--- src/rtl/uop_sequencer_pkg.sv ---
// Shared widths and encodings for the micro-op sequencer slice.
// Bundle entries are packed as {k, count, uop_2, uop_1, uop_0}.
package uop_sequencer_pkg;

  localparam int UOP_W_DEF = 20;
  localparam int K_W_DEF   = 16;
  localparam int CNT_W     = 2;

  localparam logic [UOP_W_DEF-1:0] NOP_UOP = '0;

  function automatic int entry_width(input int uop_w, input int k_w);
    return 3 * uop_w + k_w + CNT_W;
  endfunction

endpackage

--- src/rtl/uop_bundle_fifo.sv ---
// Generic DEPTH-entry FIFO with occupancy and synchronous flush.
// The caller only pushes when not full and only pops when not empty.
module uop_bundle_fifo #(
  parameter int W     = 8,
  parameter int DEPTH = 2
) (
  input  logic                     clk,
  input  logic                     a_rst,
  input  logic                     flush,
  input  logic                     push,
  input  logic                     pop,
  input  logic [W-1:0]             wr_data,
  output logic [W-1:0]             rd_data,
  output logic [$clog2(DEPTH):0]   occupancy
);

  localparam int PTR_W = $clog2(DEPTH);
  localparam int OCC_W = PTR_W + 1;

  logic [W-1:0]     mem [DEPTH];
  logic [PTR_W-1:0] wr_ptr;
  logic [PTR_W-1:0] rd_ptr;

  // Storage is deliberately left unreset; occupancy guards every read.
  always_ff @(posedge clk) begin
    if (push) mem[wr_ptr] <= wr_data;
  end

  always_ff @(posedge clk or negedge a_rst) begin
    if (!a_rst) begin
      wr_ptr    <= '0;
      rd_ptr    <= '0;
      occupancy <= '0;
    end else if (flush) begin
      wr_ptr    <= '0;
      rd_ptr    <= '0;
      occupancy <= '0;
    end else begin
      if (push) wr_ptr <= wr_ptr + PTR_W'(1);
      if (pop)  rd_ptr <= rd_ptr + PTR_W'(1);
      case ({push, pop})
        2'b10:   occupancy <= occupancy + OCC_W'(1);
        2'b01:   occupancy <= occupancy - OCC_W'(1);
        default: occupancy <= occupancy;
      endcase
    end
  end

  assign rd_data = mem[rd_ptr];

endmodule

--- src/rtl/uop_sequencer.sv ---
// Buffers decoded bundles from the front end and issues one uop per cycle
// to execute; a PC redirect (flush) discards all buffered work.
module uop_sequencer
  import uop_sequencer_pkg::*;
#(
  parameter int UOP_W = UOP_W_DEF,
  parameter int K_W   = K_W_DEF,
  parameter int DEPTH = 2
) (
  input  logic                   clk,
  input  logic                   a_rst,
  input  logic [UOP_W-1:0]       fe_uop_0,
  input  logic [UOP_W-1:0]       fe_uop_1,
  input  logic [UOP_W-1:0]       fe_uop_2,
  input  logic [CNT_W-1:0]       fe_uop_count,
  input  logic [K_W-1:0]         fe_k,
  input  logic                   fe_feed_ack,
  output logic                   fe_feed_req,
  input  logic                   flush,
  input  logic                   ex_ready,
  output logic                   ex_uop_valid,
  output logic [UOP_W-1:0]       ex_uop,
  output logic [K_W-1:0]         ex_k,
  output logic                   ex_last,
  output logic [$clog2(DEPTH):0] occupancy
);

  localparam int E_W   = entry_width(UOP_W, K_W);
  localparam int OCC_W = $clog2(DEPTH) + 1;

  logic [E_W-1:0]   wr_data;
  logic [E_W-1:0]   rd_data;
  logic [UOP_W-1:0] head_uop_0;
  logic [UOP_W-1:0] head_uop_1;
  logic [UOP_W-1:0] head_uop_2;
  logic [CNT_W-1:0] head_count;
  logic [K_W-1:0]   head_k;
  logic [CNT_W-1:0] idx;
  logic             head_last;
  logic             push;
  logic             wr_en;
  logic             fire;
  logic             pop;

  assign wr_data = {fe_k, fe_uop_count, fe_uop_2, fe_uop_1, fe_uop_0};

  assign head_uop_0 = rd_data[UOP_W-1:0];
  assign head_uop_1 = rd_data[2*UOP_W-1:UOP_W];
  assign head_uop_2 = rd_data[3*UOP_W-1:2*UOP_W];
  assign head_count = rd_data[3*UOP_W+CNT_W-1:3*UOP_W];
  assign head_k     = rd_data[E_W-1:3*UOP_W+CNT_W];

  // Request comes from registered occupancy only: a pop this cycle does not reopen it.
  assign fe_feed_req  = (occupancy != OCC_W'(DEPTH));
  assign ex_uop_valid = (occupancy != '0);

  // Empty bundles are acknowledged but never stored.
  assign push  = fe_feed_req & fe_feed_ack & ~flush;
  assign wr_en = push & (fe_uop_count != '0);

  assign head_last = (idx == head_count - CNT_W'(1));
  assign fire      = ex_uop_valid & ex_ready & ~flush;
  assign pop       = fire & head_last;

  uop_bundle_fifo #(
    .W     (E_W),
    .DEPTH (DEPTH)
  ) u_fifo (
    .clk       (clk),
    .a_rst     (a_rst),
    .flush     (flush),
    .push      (wr_en),
    .pop       (pop),
    .wr_data   (wr_data),
    .rd_data   (rd_data),
    .occupancy (occupancy)
  );

  always_ff @(posedge clk or negedge a_rst) begin
    if (!a_rst) begin
      idx <= '0;
    end else if (flush) begin
      idx <= '0;
    end else if (fire) begin
      idx <= head_last ? '0 : idx + CNT_W'(1);
    end
  end

  always_comb begin
    ex_uop  = '0;
    ex_k    = '0;
    ex_last = 1'b0;
    if (ex_uop_valid) begin
      case (idx)
        2'd0:    ex_uop = head_uop_0;
        2'd1:    ex_uop = head_uop_1;
        default: ex_uop = head_uop_2;
      endcase
      ex_k    = head_k;
      ex_last = head_last;
    end
  end

endmodule

--- config.mk ---
export PLATFORM = sky130hd
export DESIGN_NAME = uop_sequencer
export DESIGN_NICKNAME = d
export VERILOG_FILES = /design/src/rtl/uop_sequencer_pkg.sv /design/src/rtl/uop_bundle_fifo.sv /design/src/rtl/uop_sequencer.sv
export SDC_FILE = /design/constraint.sdc
export NUM_CORES = 1
export LEC_CHECK = 0
export BUFFER_PORTS_ARGS = -buffer_cell sky130_fd_sc_hd__buf_4
export CAP_MARGIN = 0
export CORE_UTILIZATION = 25
export DETAILED_ROUTE_END_ITERATION = 10
export GPL_TIMING_DRIVEN = 0
export PLACE_DENSITY = 0.53
export SKIP_LAST_GASP = 1
export SLEW_MARGIN = 30
export SYNTH_ARGS = -nofsm -noshare
export SYNTH_HDL_FRONTEND = slang
export SYNTH_SLANG_ARGS = --single-unit
--- constraint.sdc ---
create_clock -name clk -period 22.2 [get_ports clk]
set_input_delay 2.22 -clock clk [delete_from_list [all_inputs] [get_ports clk]]
set_output_delay 2.22 -clock clk [all_outputs]
set_load 0.01 [all_outputs]
==> results.md <==
- RD Place Congestion: roughly 0.73
- Critical path depth in cells: 7
- Most frequent cells after synthesis: 156 x sky130_fd_sc_hd__edfxtp_1, 24 x sky130_fd_sc_hd__nand2_1, 22 x sky130_fd_sc_hd__nor2_1, 21 x sky130_fd_sc_hd__a311oi_1
- Buffer and inverter count on the worst path: 4
- R2R depth: 8
- Vias in the first global route: about 4,200
- Setup tns final: 0 ps
- Number of DRC markers in iteration 0: 180
- Global-route usage over all layers: 12.8%
- Non-Filler Cell Area, Final: ~0.0083 mm^2
- Maximum number of buffers from clock root to sink: 2
- Worst min-delay path class: flop to flop
- Layout overhead on the synthesized area: 32.8%
- Die Y-Extent: between 150 and 200 um
- Synth top area share: 75.0%
- Number of CTS-inserted buffers: 17
- Final number of setup-violating endpoints: 0
- Arrival time worst endpoint: 3050 ps
- Internal power: between 0.5 and 0.6 mW
- Relative slew slack: between 40% and 50%
- Width of the chip: around 160 um
- Largest area contributor in the synthesized netlist: sky130_fd_sc_hd__edfxtp_1
- Worst endpoint required time: approximately 20,000 ps
- Power share of the clock group: between 30% and 40%
- Max Fclk: roughly 0.19 GHz
- Clock Root Buffer: sky130_fd_sc_hd__clkbuf_16
- Uppermost layer routed: met4
- TritonCTS clock tree: yes
- Count of maximum capacitance violations: 0
- Cell depth of the worst min-delay path: 2
- WL met1: 7020 um
- Clock net sink count: around 160
- Length of the first detailed-routing pass in iterations: 4
- Antenna violation net count after detailed routing: 0
- Final standard cell utilization of the core: around 34%
- Maximum number of pins on one net before global-route repair: 17
- Number of warnings printed during yosys synthesis: 0
- Biggest area contributors in the synthesized netlist: sky130_fd_sc_hd__edfxtp_1 75%, sky130_fd_sc_hd__a311oi_1 2.9%, sky130_fd_sc_hd__a22o_1 2.8%
- Effective utilization at floorplan: between 20 and 30%
- Port Buf Inserts: about 120
- Post-synth cell types: 35
- Via Count: 3,929
- Category of the worst setup path capture point: output pin
- Fraction of the yosys area taken by sequential cells: just under 80%
- Run status: finished, final reports clean
- CP Cell Sequence: inv_1 -> ha_1 -> buf_2 -> buf_1 -> a22oi_1 -> a311oi_1 -> buf_4
- Wire length of the first global-routing pass: between 20,000 and 25,000 um
- Via/cell ratio: 4.50
- Drt total wl: between 15,000 and 20,000 um
- Filler cell count: approximately 2,400
- Cell Area, Placed: around 0.0077 mm^2
- Worst path max stage delay: 590 ps
- Final Hold Fails: 0
- Number of buffers added for setup after CTS: 0
- Worst-case register-to-register setup slack: approximately 20,000 ps
- Top-level port count: approximately 120
- Initial antenna violation count: 0
- Cell class contributing the biggest share of worst-path delay: buffers and inverters
- Worst clock skew on the final layout: 11.2 ps
- Share of total power in combinational logic: about 15%
- Die footprint: around 0.026 mm^2
- Detailed placer's ending HPWL: ~11,000 um
- Startpoint Class: flop
- Pleak: ~3.0 nW
- Cell count after synthesis: between 300 and 400
- Residual overflow from global routing: 0
- Maximum vdd ir drop: around 0.00004 V
- DRC violations left: 0
- Hold slack: 590 ps
- Met2 routed WL: 8350 um
- Number of diodes added for antenna fixing: 0
- Post-synth design cell area: 0.00624 mm^2
- Library cell with the highest instance count after synthesis: sky130_fd_sc_hd__edfxtp_1
- H-tree levels: 4
- Placed Cells: approximately 840
- Period utilisation layout: a little under a quarter
- CP Max Fanout: 10
- WL/cell: roughly 18 um
- Final period demand of the worst path: 5270 ps
- Power density normalized to cell area: between 80 and 90 mW/mm^2
- Critical-path cell with the highest stage delay: sky130_fd_sc_hd__buf_1
- Final worst setup slack: between 15,000 and 20,000 ps
- Total Nets Final: between 600 and 700
- Flip-flop and latch count after synthesis: between 150 and 200
- Layout cells sized above 1: around a third
- Part of the power in registers: roughly 48%
- Number of gates given a new drive strength after cts: 0
- CP Class: flop to output pin
- # rows: 57
- Post-synth EDFFs: roughly 160
- Clk_lat worst skew: 410 ps
- Switching power as a share of total power: between 20 and 30%
- Nets in the synthesized netlist: 459
- Worst-margin pin slew: between 700 and 800 ps
- Hold_buf cts: 0
- Clk pin slew, worst setup/hold paths: 60 ps
- Detailed route wirelength on metal3: 703 um
- Top_reg_cell synth: sky130_fd_sc_hd__edfxtp_1
- Fraction of synthesis flops using an asynchronous set or reset pin: about 3.7%
- Core box area: 0.0244 mm^2
- Unrepaired setup endpoints after global routing: false
- Total chip power: ~0.74 mW
- Net switching component of the power: approximately 0.19 mW
- Number of max-slew violations in the final report: 0
- Cell Count, Final, Fillers Out: 874
- Worst setup slack before clock tree synthesis: approximately 17,000 ps
- Synthesized area divided by synthesized cell count: between 15 and 20 um^2
[cells in the final DEF, fill, tap and decap left out, types with 3 or more instances in the layout]
master | netlist | layout
sky130_fd_sc_hd__a211oi_1 | 20 | 20
sky130_fd_sc_hd__a21oi_1 | 4 | 4
sky130_fd_sc_hd__a22o_1 | 20 | 20
sky130_fd_sc_hd__a22oi_1 | 20 | 20
sky130_fd_sc_hd__a311oi_1 | 21 | 21
sky130_fd_sc_hd__buf_1 | 6 | 6
sky130_fd_sc_hd__buf_2 | 6 | 6
sky130_fd_sc_hd__buf_4 | 0 | 143
sky130_fd_sc_hd__clkbuf_1 | 13 | 16
sky130_fd_sc_hd__clkbuf_16 | 0 | 17
sky130_fd_sc_hd__clkinv_4 | 0 | 3
sky130_fd_sc_hd__dfrtp_1 | 6 | 6
sky130_fd_sc_hd__edfxtp_1 | 156 | 156
sky130_fd_sc_hd__inv_1 | 5 | 5
sky130_fd_sc_hd__inv_6 | 0 | 3
sky130_fd_sc_hd__mux2i_1 | 17 | 17
sky130_fd_sc_hd__nand2_1 | 24 | 24
sky130_fd_sc_hd__nand2b_1 | 4 | 4
sky130_fd_sc_hd__nand3_1 | 3 | 3
sky130_fd_sc_hd__nor2_1 | 22 | 22
[layout make-up]
| class | instances | area (um^2) | share of cell area, % |
|---|---|---|---|
| flip-flops and latches | 162 | 4830 | 58.3 |
| clock inverters | 12 | 108 | 1.30 |
| inverters | 5 | 18.8 | 0.226 |
| multi-input cells | 182 | 1300 | 15.7 |
| repair buffers | 144 | 1080 | 13.1 |
| plain buffers | 25 | 101 | 1.22 |
| clock buffers | 20 | 437 | 5.27 |
| well taps | 324 | 405 | 4.89 |
[cells by family after synthesis]
kind of cell / Yosys count / synth area share [%]
buffers and inverters: 30 / 1.92
multiplexers: 20 / 3.37
AND/OR/NAND/NOR: 66 / 4.85
flip-flops: 162 / 77.5
adder cells (fa/ha/maj): 2 / 0.401
XOR/XNOR: 3 / 0.421
AO/OA/AOI/OAI: 91 / 11.6
[worst paths after layout]
| check | from | end |
|---|---|---|
| worst max-delay path | idx[1] | ex_uop[13] |
| max in group asynchronous | a_rst | idx[0] |
| min in group asynchronous | a_rst | u_fifo.occupancy[1] |
| worst min-delay path | u_fifo.wr_ptr | u_fifo.wr_ptr |
| worst min register to register | u_fifo.wr_ptr | u_fifo.wr_ptr |
| worst max register to register | u_fifo.occupancy[0] | u_fifo.mem[0][47] |
[tightest hold or removal path, cell delays in order (launching register included)]
cell	delay [ps]
sky130_fd_sc_hd__dfrtp_1	380
sky130_fd_sc_hd__xor2_1	80
sky130_fd_sc_hd__nor2_1	80
[state kept, by name (all words and copies together) (netlist names)]
name and count:
idx 2, u_fifo.mem 156, u_fifo.occupancy 2, u_fifo.rd_ptr 1
u_fifo.wr_ptr 1
[power by group through the flow]
stage	clock, mW	sequential [mW]	combinational, mW
after floorplan	0	0.364	0.0532
after global placement	0	0.366	0.108
after detailed placement	0	0.362	0.114
after CTS	0.280	0.355	0.114
after global routing	0.292	0.356	0.122
final	0.272	0.355	0.112
[routing by layer]
metal  vias up  global-route usage [%]
met2       116                    22.7
li1       1834                       -
met4         0                    3.20
met5         -                       0
met1      1972                    15.6
met3         7                    3.19
Power figures use the tool's default switching activity.
